--- src/rtl/fetch_unit.sv ---
// Instruction-fetch stage: owns the PC, loads the IF/ID register, redirects on
// MEM-stage jumps, honours decode stalls, detects HALT and counts taken jumps.
module fetch_unit #(
    parameter int              PC_W     = 8,
    parameter logic [PC_W-1:0] RESET_PC = '0,
    parameter logic [4:0]      HALT_OP  = 5'h1F
) (
    input  logic            clock,
    input  logic            reset,
    input  logic            enable,
    output logic [PC_W-1:0] i_addr,
    input  logic [15:0]     i_datain,
    input  logic            jump,
    input  logic [PC_W-1:0] jump_target,
    input  logic            stall,
    output logic [15:0]     id_ir,
    output logic [PC_W-1:0] id_pc,
    output logic            flush,
    output logic            halted,
    output logic [15:0]     jump_count
);

    localparam logic [15:0] NOP = 16'h0000;

    typedef enum logic [1:0] {
        ST_IDLE = 2'd0,
        ST_RUN  = 2'd1,
        ST_HALT = 2'd2
    } state_t;

    state_t          state, state_next;
    logic [PC_W-1:0] pc, pc_next;
    logic [PC_W-1:0] id_pc_next;
    logic [15:0]     id_ir_next;
    logic [15:0]     jump_count_next;

    // Reset is active-low and asynchronous even though the port is named reset.
    always_ff @(posedge clock or negedge reset) begin
        if (!reset) begin
            state      <= ST_IDLE;
            pc         <= RESET_PC;
            id_ir      <= NOP;
            id_pc      <= '0;
            jump_count <= '0;
        end else begin
            state      <= state_next;
            pc         <= pc_next;
            id_ir      <= id_ir_next;
            id_pc      <= id_pc_next;
            jump_count <= jump_count_next;
        end
    end

    always_comb begin
        state_next      = state;
        pc_next         = pc;
        id_ir_next      = id_ir;
        id_pc_next      = id_pc;
        jump_count_next = jump_count;

        unique case (state)
            ST_IDLE: begin
                id_ir_next = NOP;
                if (enable) state_next = ST_RUN;
            end
            ST_RUN: begin
                if (!enable) begin
                    state_next = ST_IDLE;
                    id_ir_next = NOP;
                end else if (jump) begin
                    // A HALT sitting in id_ir is wrong-path when a jump lands.
                    pc_next    = jump_target;
                    id_ir_next = NOP;
                    id_pc_next = '0;
                    if (jump_count != 16'hFFFF) jump_count_next = jump_count + 16'd1;
                end else if (stall) begin
                    pc_next = pc;
                end else if (id_ir[15:11] == HALT_OP) begin
                    state_next = ST_HALT;
                    id_ir_next = NOP;
                end else begin
                    id_ir_next = i_datain;
                    id_pc_next = pc;
                    pc_next    = pc + 1'b1;
                end
            end
            ST_HALT: begin
                id_ir_next = NOP;
                if (!enable) state_next = ST_IDLE;
            end
            default: begin
                state_next = ST_IDLE;
                id_ir_next = NOP;
            end
        endcase
    end

    assign i_addr = pc;
    assign flush  = (state == ST_RUN) && jump;
    assign halted = (state == ST_HALT);

endmodule

--- config.mk ---
export PLATFORM = sky130hd
export DESIGN_NAME = fetch_unit
export DESIGN_NICKNAME = d
export VERILOG_FILES = /design/src/rtl/fetch_unit.sv
export SDC_FILE = /design/constraint.sdc
export NUM_CORES = 1
export LEC_CHECK = 0
export CELL_PAD_IN_SITES_DETAIL_PLACEMENT = 1
export CELL_PAD_IN_SITES_GLOBAL_PLACEMENT = 2
export CORE_UTILIZATION = 28
export DETAILED_ROUTE_END_ITERATION = 10
export PLACE_DENSITY_LB_ADDON = 0.05
export SLEW_MARGIN = 20
export SYNTH_ARGS = -nofsm -noshare
export SYNTH_HDL_FRONTEND = slang
export SYNTH_SLANG_ARGS = --single-unit
--- constraint.sdc ---
create_clock -name clock -period 2.19 [get_ports clock]
set_input_delay 0.438 -clock clock [delete_from_list [all_inputs] [get_ports clock]]
set_output_delay 0.438 -clock clock [all_outputs]
set_load 0.1 [all_outputs]
---- Word level (Yosys, flattened, before mapping) ----
Cells that the tools add are included.
word-level totals
  register bits ........................... 50
  input port bits ......................... 29
operators by class
  add/sub/neg operators ................... 2
  eq/ne operators ......................... 12
  muxes and demuxes ....................... 18
  reductions and logical operators ........ 5
operators by type and width
  operator                                       number
  two-way mux 16 bit                             5
  two-way mux 8 bit                              6
  adder 16 x 1 -> 16 bit, second input constant  1
  inequality test 16 bit, second input constant  1
  two-way mux 2 bit                              6
  inequality test 3 bit, second input constant   3
  adder 8 x 1 -> 8 bit, second input constant    1
  inequality test 2 bit, second input constant   4
  AND reduction 4 bit                            2
  one-hot mux 2 bit (3 select lines)             1
  == test 5 bit, second input constant           1
  AND reduction 5 bit                            1
  inequality test 4 bit, second input constant   1
  == test 2 x 1 -> 1 bit, second input constant  1
  == test 2 bit, second input constant           1
  zero test 2 bit                                1
  logical AND 1 bit                              1

---- Longest topological paths before layout ----
Gate-level depths: netlist of run 1.
  depth in word-level cells ............... 6
  mapped depth ............................ 6

---- Worst setup path after synthesis of run 1 ----
OpenSTA, ideal clock, no wires.
  path type ............................... register to register
  from .................................... register jump_count[0]
  to ...................................... register jump_count[7]
  setup time .............................. 164 ps
  arrival time ............................ 2249 ps
  required time ........................... 2026 ps
  path slack .............................. -223 ps
  stages on the path, launching flop included .. 7
  path buffers ............................ 0
  period minus slack after synthesis ...... 2413 ps
  cell sequence ........................... dfrtp_1 > ha_1 > nand4_1 > nor4_4 > nor3_2 > and3_1 > xor2_1
between the ends
  cells in the longest elaborated chain, start to end .. 2
  elaborated cells on any way between the ends .. 3
RTL lines
  element                                                         line  RTL
  start: declaration                                              20    output logic [15:0] jump_count
  start signal: assignment                                        50    jump_count <= jump_count_next;
  branches (longest 2 deep; another with adder 16 x 1 -> 16 bit)  -
Several ways; the timed one is not identified.
A chain may end at the register's enable or synchronous reset.

---- Worst setup path after layout of run 1 ----
  from .................................... register jump_count[0]
  to ...................................... register jump_count[1]
Same word-level chain as after synthesis.

==> results.yml, run 1 <==
outcome:
  outcome: "complete, no violations"
logic_synthesis:
  ys_seq_elements: 50
  synth_fp_nets: 224
  synthAdderAreaFrac_pct: 1.119
  synth_top_area_share_pct: 55.93
  yosysUniqueCellTypes: 38
  synthFlopType: "dfrtp_1"
  synthTopCellsByCount: "dfrtp_1 (50), a22o_1 (24), nand2_1 (13), and3_1 (10), xnor2_1 (10)"
  synth.avg_cell_area_um2: 11.59
  async_reset_ff_share_pct: 100.0
  post_synth_xor_area_fraction_pct: 5.481
  synth-compound-area-share_pct: 15.04
  syn_inst: 193
  synth-simple-area-share_pct: 18.12
  synth.most_common_cell: "dfrtp_1"
  syn-cell-area_mm2: 0.002237
  synthTopCellsByArea: "dfrtp_1 (56%), a22o_1 (9.4%), xnor2_1 (3.9%)"
  seq_area_frac_synth_pct: 55.93
  synthMuxAreaShare_pct: 2.069
  synth_edf_count: 0
  yosys.area.top_type: "dfrtp_1"
  yosys_warnings: 0
  synth_top_family_by_area: "simple AND/OR/NAND/NOR gates"
die:
  die_w_um: 91.39
  rows: 32
  start_util_pct: 28.95
  fp.dieH_um: 91.39
  pin_count: 79
  core_mm2: 0.007727
  die-area_mm2: 0.008351
pwr:
  p_sw_share_pct: 44.94
  combPwrFrac_pct: 39.4
  p_int_uw: 1516
  seqPwrFrac_pct: 41.3
  leakage_uw: 0.001508
  switchingPower_uw: 1237
  irDropWorstVdd_mv: 0.4098
  p_clk_share_pct: 19.3
  p_total_uw: 2754
  p_per_area_mw_per_mm2: 866.9
finish:
  drive_gt1_share_pct: 30.50
  nets: 312
  final_util_pct: 41.11
  antennaDiodeCount: 0
  synthToLayoutAreaGrowth_pct: 42.00
clock_tree:
  cts_setup_buffers: 0
  cts.sinks: 50
  clk_pin_slew_ps: 90
  numCtsBuffers: 5
  cts_hold_buffers: 0
  ctsResizeCount: 0
  cts_root_buf: "clkbuf_8"
  ctsHtreeMaxLevel: 2
  tritoncts: "done"
  cts_buffer_depth: 2
  clkLatencyLatePin_ps: 300
global_route:
  grtUsageTotal_pct: 15.08
  grt_pass1_vias: 1868
  grt_pass1_wl_um: 9929
  grt_start_max_net_pins: 28
  antenna_found_initial: 0
  grt_overflow: 0
critical_path:
  path_class: "reg -> reg"
  cp_cell_sequence: "ha_1 -> nand4_1 -> nor4_4 -> nor2_2 -> buf_4 -> mux2_4"
  critPathLaunchType: "flip-flop"
  cpMaxStageDelayCell: "dfrtp_2"
  cp.buffers_inverters: 1
  cp.arrival_ps: 2080
  cp_max_fo: 8
  critPathCaptureType: "flip-flop"
  required_ps: 2380
  critPathMaxStageDelay_ps: 400
  critPathTopFamily: "simple AND/OR/NAND/NOR gates"
sta:
  worst_slew_pin_slew_ps: 615.3
  period_share_pct: 86.45
  slew_headroom_pct: 58.98
  worst_slack_ps: 296.7
  timing.final.max_slew_violations: 0
  hold_viol_final: 0
  timing.hold.ws_ps: 127.8
  setup_violations: 0
  fmax_ghz: 0.5282
  fin_tns_setup_ps: 0
  finalCriticalPeriod_ps: 1893
  rsz0062_at_grt: "no"
  fin_skew_ps: 10.30
place:
  hpwl_um: 4394
  portBuffers: 78
  place_ws_ps: 0.08837
  gp_congestion: 0.6958
detailed_routing:
  vias: 1872
  ant_nets: 0
  drcViolationCount: 0
  wire_per_inst_um: 15.54
  finalWirelength_um: 5969
  drtIter0Drc: 81
  viasPerCell: 4.875
  firstDrtPassIters: 4
min_path:
  hold_class: "in -> async"
flow_run:
  drv_cap: 0
metrics by stage:
step	cell area, µm²	cells
after global placement	3097	376
after global routing	3177	384
after floorplan	2253	193
after detailed placement	3097	376
after CTS	3177	384
final	3177	384
cell families after synthesis:
group	count (synthesis)
simple gates	68
xor+xnor	14
mux	4
flops	50
compound gates	45
fa+ha+maj	2
buf+inv	10
layout by cell type (no fill, tap or decap), types with 3 or more instances in the layout:
cell	count
clkdlybuf4s50_1	27
dfrtp_2	11
clkbuf_8	5
clkbuf_1	3
nand3_1	8
buf_4	59
nand4_1	9
nor2_1	7
o22ai_1	4
a311oi_1	3
a21oi_1	7
xnor2_1	10
nor3_1	3
nor4_1	3
a22o_1	24
and3_1	10
nand2_1	13
dfrtp_1	39
xor2_1	4
o21ai_0	5
final cells by class:
cell class	count	area [µm²]
fill	884	4551
sequential	50	1265
multi-input combinational	133	938.4
timing repair buffer	89	758.2
tap	102	127.6
clock buffer	8	80.08
inverter	2	7.507
state kept, by name, indices dropped and copies added, names as in the netlist:
signal,cells
id_pc,8
id_ir,16
state,2
i_addr,8
jump_count,16
layer usage:
metal  vias to the layer above  routed length (µm)  global-route usage [%]
met4                         0                  57                   3.571
li1                        892                   -                       -
met2                        60                2702                   23.06
met5                         -                   0                       0
met1                       913                2872                   20.86
met3                         7                 337                   4.439
worst paths after layout:
check / start / endpoint / slack (ps) / cells after the start
max in group asynchronous: reset / id_ir[15] / 1480 / 2
max: jump_count[0] / jump_count[1] / 300 / 6
min reg2reg: jump_count[14] / jump_count[14] / 500 / 1
min: reset / jump_count[13] / 130 / 1
max reg2reg: jump_count[0] / jump_count[1] / 300 / 6
min in group clock: jump_count[14] / jump_count[14] / 500 / 1
power by group through the flow:
stage	logic (µW)	clock network [µW]	registers, µW
3_3_place_gp	1080	0	1160
2_1_floorplan	169	0	1770
6_report	1080	531	1140
3_5_place_dp	1090	0	1160
5_1_grt	1130	579	1150
4_1_cts	1090	554	1140
Power figures use the tool's default switching activity.
==> inputs of run 2 (changes only) <==
CTS_CLUSTER_DIAMETER = 60   (was not set)
==> results of run 2 <==
Final layout, timing and power as in run 1 (identical DEF).
==> inputs of run 3 (changes only) <==
ABC_AREA = 1   (was not set)
CORE_UTILIZATION = 26   (was 28)
==> run 3 against run 2 <==
Compared with the run above: area after synthesis is 20% higher; clock power is 16% higher; sequential power is 23% higher; setup slack better by 18 ps.
==> results.yml, run 3 <==
outcome:
  outcome: "complete, no violations"
clock_tree:
  numCtsBuffers: 5
  clk_pin_slew_ps: 110
  ctsResizeCount: 0
  tritoncts: "done"
  cts_buffer_depth: 2
  clkLatencyLatePin_ps: 320
  cts_root_buf: "clkbuf_8"
  cts_hold_buffers: 0
  cts_setup_buffers: 0
  cts.sinks: 50
  ctsHtreeMaxLevel: 2
sta:
  worst_slew_pin_slew_ps: 488.2
  hold_viol_final: 0
  fin_tns_setup_ps: 0
  finalCriticalPeriod_ps: 1876
  setup_violations: 0
  fin_skew_ps: 9.223
  slew_headroom_pct: 67.45
  period_share_pct: 85.65
  fmax_ghz: 0.5331
  timing.final.max_slew_violations: 0
  rsz0062_at_grt: "no"
detailed_routing:
  drtIter0Drc: 54
  drcViolationCount: 0
  viasPerCell: 4.443
  finalWirelength_um: 7890
  firstDrtPassIters: 4
  vias: 2568
  ant_nets: 0
  wire_per_inst_um: 13.65
finish:
  antennaDiodeCount: 0
  final_cell_mix: "nand2_1 (120), buf_4 (58), dfrtp_1 (50)"
  final.fill_count: 1232
  drive_gt1_share_pct: 21.57
  nets: 475
  reg_top3: "id_ir: 16 flops, jump_count: 16 flops"
  final_common_cell: "nand2_1"
  synthToLayoutAreaGrowth_pct: 36.57
  instances_no_fill: 578
critical_path:
  critPathMaxStageDelay_ps: 490
  required_ps: 1750
  cp.arrival_ps: 1440
  critPathCaptureType: "output port"
  cpMaxStageDelayCell: "clkdlybuf4s50_1"
  critPathTopFamily: "buffers and inverters"
  cp.buffers_inverters: 3
  path_class: "in -> out"
  cp_cell_sequence: "clkdlybuf4s50_1 -> inv_2 -> nor2_2 -> buf_12"
  critPathLaunchType: "input port"
  cp_max_fo: 5
logic_synthesis:
  syn_inst: 358
  ys_seq_elements: 50
  synth_edf_count: 0
  syn-cell-area_mm2: 0.002683
  seq_area_frac_synth_pct: 46.64
  synthTopCellsByCount: "nand2_1 (120), dfrtp_1 (50), inv_1 (40), nand3_1 (33), o21ai_1 (27)"
  yosys.area.top_type: "dfrtp_1"
  yosys_warnings: 0
  async_reset_ff_share_pct: 100.0
  synth.avg_cell_area_um2: 7.493
  synthFlopType: "dfrtp_1"
  synth.most_common_cell: "nand2_1"
  synthTopCellsByArea: "dfrtp_1 (47%), nand2_1 (17%), nand3_1 (6.2%)"
  synth_fp_nets: 389
  synth_top_area_share_pct: 46.64
  yosysUniqueCellTypes: 27
pwr:
  leakage_uw: 0.001787
  irDropWorstVdd_mv: 0.7995
  p_per_area_mw_per_mm2: 1305
global_route:
  grt_pass1_wl_um: 13390
  grt_overflow: 0
  grt_start_max_net_pins: 20
  grt_pass1_vias: 2655
  grtUsageTotal_pct: 15.62
  antenna_found_initial: 0
place:
  hpwl_um: 5922
  place_inst: 570
  portBuffers: 78
  gp_congestion: 0.7359
die:
  core_mm2: 0.009864
  rows: 36
  pin_count: 79
  fp.dieH_um: 103.6
  die-area_mm2: 0.01073
  die_w_um: 103.6
  start_util_pct: 27.19
min_path:
  hold_class: "in -> async"
flow_run:
  drv_cap: 0
[run 3: final cells by class]
cell class / instances / area (µm²) / share of cell area (%)
Multi-Input combinational cell: 255 / 1219 / 33.27
Tap cell: 133 / 166.4 / 4.542
Sequential cell: 50 / 1251 / 34.15
Timing Repair Buffer: 89 / 770.7 / 21.04
Clock buffer: 5 / 68.82 / 1.878
Inverter: 43 / 161.4 / 4.406
Clock inverter: 3 / 26.28 / 0.7172
[run 3: power breakdown]
part / total (µW) / leakage, µW / internal (µW) / switching (µW)
clock network: 615 / 0.0000495 / 239 / 376
logic: 2760 / 0.00106 / 611 / 2150
registers: 1400 / 0.000672 / 1140 / 259
[run 3: per-stage QoR]
step                util (%)  total power, µW  hold slack [ps]  instance area (µm²)  setup WS (ps)
global route           37.14             5045            80.18                 3664          271.4
CTS                    37.14             4846            83.84                 3664          294.2
floorplan                  -             3492            142.4                 2685          1.793
global placement       36.17             4194            444.0                 3568          237.5
detailed placement     36.17             4220            442.5                 3568          178.7
finish                 37.14             4780            65.51                 3664          314.3
[run 3: final timing paths]
check | depth (start not counted) | start | slack, ps | to
min in group clock | 2 | id_pc[2] | 510 | id_pc[2]
setup reg to reg | 9 | jump_count[0] | 520 | jump_count[6]
max in group asynchronous | 2 | reset | 1500 | i_addr[3]
hold reg to reg | 2 | id_pc[2] | 510 | id_pc[2]
hold / removal | 1 | reset | 70 | id_ir[12]
setup / recovery | 4 | jump | 310 | flush
[run 3: kinds of logic after synthesis]
logic type               after synthesis  synth area share, %
XOR/XNOR                               5                1.633
flip-flops                            50                46.64
AND/OR/NAND/NOR                      198                32.00
adder cells (fa/ha/maj)                2               0.9327
AO/OA/AOI/OAI                         50                10.77
buffers and inverters                 53                8.022
[run 3: worst register-to-register path, cell delays in order, from the launching register on]
cell and delay [ps]:
dfrtp_1 430, ha_1 310, nand3_1 150, inv_1 80, nand2_1 120, nor2_2 180
nor2_4 50, buf_12 150, nand2_1 60, o21ai_1 60
[run 3: metal layers]
layer	vias up	wire length (µm)	share of wire [%]	global-route usage [%]
met3	6	287	3.6	3.147
met2	42	3992	51	28.24
met4	0	71	0.90	3.416
li1	1311	-	-	-
met1	1209	3539	45	19.02
met5	-	0	0	0
==> patch, RTL diff (flow settings as in run 1) <==
Set the parameter `PC_W` to 10 (it was 8).
--- a/src/rtl/fetch_unit.sv
+++ b/src/rtl/fetch_unit.sv
@@ -2,5 +2,5 @@
 // MEM-stage jumps, honours decode stalls, detects HALT and counts taken jumps.
 module fetch_unit #(
-    parameter int              PC_W     = 8,
+    parameter int              PC_W     = 10,
     parameter logic [PC_W-1:0] RESET_PC = '0,
     parameter logic [4:0]      HALT_OP  = 5'h1F
Interface: changed (resized i_addr, id_pc and jump_target); port bits go from 79 to 85. No check against the original RTL was run, so the function may have changed too.
==> patch against run 1 <==
  * Design area is 15% higher
  * Power is 20% higher
  * Utilization is 0.061 points lower
  * Count of clock-buffer cells in the layout is 1 lower
  * Die area is 16% higher
  * Critical path depth is 2 lower
  * Synthesized area is 17% higher
  * Via count is 19% higher
  * Worst setup slack worse by 0.11 ns
  * Sequential cell count is 4 higher
  * Clock skew is 0.0036 ns lower
  * First-iteration DRC count is 20% lower
  * Wire length is 23% higher
  * Critical path type is now in2out
==> patch: results (changes against run 1) <==
The static leakage is 1.70 nW (+13%). The distinct cell type count after synthesis came to 52 (+37%). The total of buffers placed on input and output ports was 84 (+7.7%). The peak supply drop is 0.513 mV (+25%). The detailed-route wire length came out at 7330 um (+23%). The first-pass detailed-route iteration total is 4 (unchanged). The net switching power came out at 0.00150 W (+21%).

The number of non-filler instances in the completed layout was 427 (+11%). The standard cell area after detailed placement is 3530 um2 (+14%). The power density over the cells came to 907 nW/um2 (+4.7%).

The setup clock skew after layout came to 0.00673 ns (-0.00356 ns). The number of filler instances in the final layout is 995 (+13%). The min-delay analysis places its worst path in the category in2async. The average via count per standard cell is 5.22 (+7.0%). The clock latency of the later-clocked register in the worst-skew pair is 0.30 ns (about the same). The estimated wirelength of the detail-placed design came out at 5300 um (+21%).

The data arrival time at the worst-slack endpoint is 1.56 ns (-0.52 ns). The worst setup slack after placement came out at 0.00386 ns (+0.00377 ns). The adder-cell area share of the yosys netlist came out at 0.958% (-0.16 points). The number of diodes was 0 (unchanged). After clock tree synthesis, the clock-pin slew on the worst setup and hold paths is 0.10 ns. The proportion of synthesized area in mux cells is 2.01% (-0.058 points). The fraction of synthesis flops using an asynchronous set or reset pin came out at 100% (unchanged). The synthesized instance count came out at 226 (+17%). The number of buffers added by the clock tree synthesis step came to 5 (unchanged). The number of nets in the synthesized netlist is 259 (+16%).

The dominant synthesized flop cell is sky130_fd_sc_hd__dfrtp_1. The violation count after the first detailed-routing iteration was 65 (-20%). The placer's final routability congestion estimate is 0.717 (+3.1%). The post-placement cell count is 419 (+11%).

The number of buffers inserted for hold repair after clock tree synthesis was 0 (unchanged). The flow ran to the end, and the final reports show no timing, DRC or antenna violations. The clock sink total came to 54 (+8.0%). The post-synthesis xor/xnor area fraction came out at 4.69% (-0.79 points). The initial antenna violation count came out at 0 (unchanged). After synthesis, the cell types taking the most area are sky130_fd_sc_hd__dfrtp_1 (52%), sky130_fd_sc_hd__a22o_1 (8.0%), sky130_fd_sc_hd__xor2_1 (4.7%). The maximum buffer depth of the clock tree is 2 (unchanged). The global-route wire length before repair came out at 12000 um (+21%).

The maximum number of pins on one net before global-route repair is 55 (+96%). The transition time at the pin with the least slew margin is 0.374 ns (-0.241 ns). The post-CTS setup buffer count is 0 (unchanged). The highest net fanout along the worst path is 24 (+16). The commonest cells after synthesis are sky130_fd_sc_hd__dfrtp_1 (54), sky130_fd_sc_hd__a22o_1 (24), sky130_fd_sc_hd__nor3_1 (14), sky130_fd_sc_hd__xor2_1 (14), sky130_fd_sc_hd__nand2_1 (12). The fraction of final layout cells with drive strength greater than 1 came to 29.8% (-0.72 points).

The sequential element share of the synthesized area was 51.7% (-4.2 points). The compound-cell area share of the yosys netlist came to 18.2% (+3.2 points). The via count of the first global-routing pass came out at 2292 (+23%).

The largest registers in the layout are id_ir x16, jump_count x16. The overall global routing resource usage is 15.5% (+0.45 points). The number of nets in the finished design is 351 (+13%). The number of warnings reported in the yosys synthesis log is 0 (unchanged).
## patch: cell count changes after synthesis, moves of 3 or more
cell	delta
sky130_fd_sc_hd__a211oi_1	+4
sky130_fd_sc_hd__a21oi_1	-3
sky130_fd_sc_hd__a22oi_1	+4
sky130_fd_sc_hd__and3_1	-8
sky130_fd_sc_hd__clkbuf_1	+3
sky130_fd_sc_hd__dfrtp_1	+4
sky130_fd_sc_hd__nor3_1	+11
sky130_fd_sc_hd__xnor2_1	-10
sky130_fd_sc_hd__xor2_1	+10
## patch: per-stage QoR
stage               utilization [%]  hold slack, ns
floorplan                         -           0.142
global placement               39.7           0.467
detailed placement             39.7           0.466
CTS                            41.0           0.130
global route                   41.0           0.141
finish                         41.0           0.107
## patch: kinds of logic after synthesis
family	count (synthesis)
fa+ha+maj	2
simple gates	77
flops	54
buf+inv	16
mux	5
compound gates	58
xor+xnor	14
## patch: cell type report
type	instances	area (um2)	share of cell area (%)
flip-flops and latches	54	1360	37.1
multi-input cells	156	1170	32.1
repair buffers	99	863	23.7
well taps	108	135	3.70
clock buffers	7	86.3	2.37
clock inverters	1	30.0	0.823
inverters	2	7.51	0.206
## patch: worst paths after layout
kind,startpoint,endpoint,slack (ns),cells after the start
min,reset,id_pc[6]$_DFFE_PN0P_,0.11,2
min in group clock,jump_count[14]$_DFFE_PN0P_,jump_count[14]$_DFFE_PN0P_,0.50,1
max in group asynchronous,reset,id_ir[14]$_DFFE_PN0P_,1.80,2
max reg2reg,jump_count[0]$_DFFE_PN0P_,jump_count[1]$_DFFE_PN0P_,0.37,6
max,jump,flush,0.19,4
min reg2reg,jump_count[14]$_DFFE_PN0P_,jump_count[14]$_DFFE_PN0P_,0.50,1
## patch: critical path, cell delays in order
cell                              delay (ns)
sky130_fd_sc_hd__clkdlybuf4s50_1        0.53
sky130_fd_sc_hd__buf_12                 0.19
sky130_fd_sc_hd__and3_2                 0.23
sky130_fd_sc_hd__buf_12                 0.17
## patch: routing by layer
metal | GRT usage (%) | part of all wire (%) | vias up
li1 | - | - | 1042
met2 | 24.7 | 47 | 60
met4 | 3.33 | 0.46 | 0
met3 | 2.77 | 4.0 | 2
met5 | 0 | 0 | -
met1 | 22.1 | 49 | 1124
## patch: power groups by stage
stage	Clock (W)	Combinational [W]	Sequential (W)
floorplan	0	0.000229	0.00203
global placement	0	0.00133	0.00131
detailed placement	0	0.00133	0.00131
CTS	0.000726	0.00134	0.00129
global route	0.000760	0.00138	0.00131
finish	0.000694	0.00132	0.00129
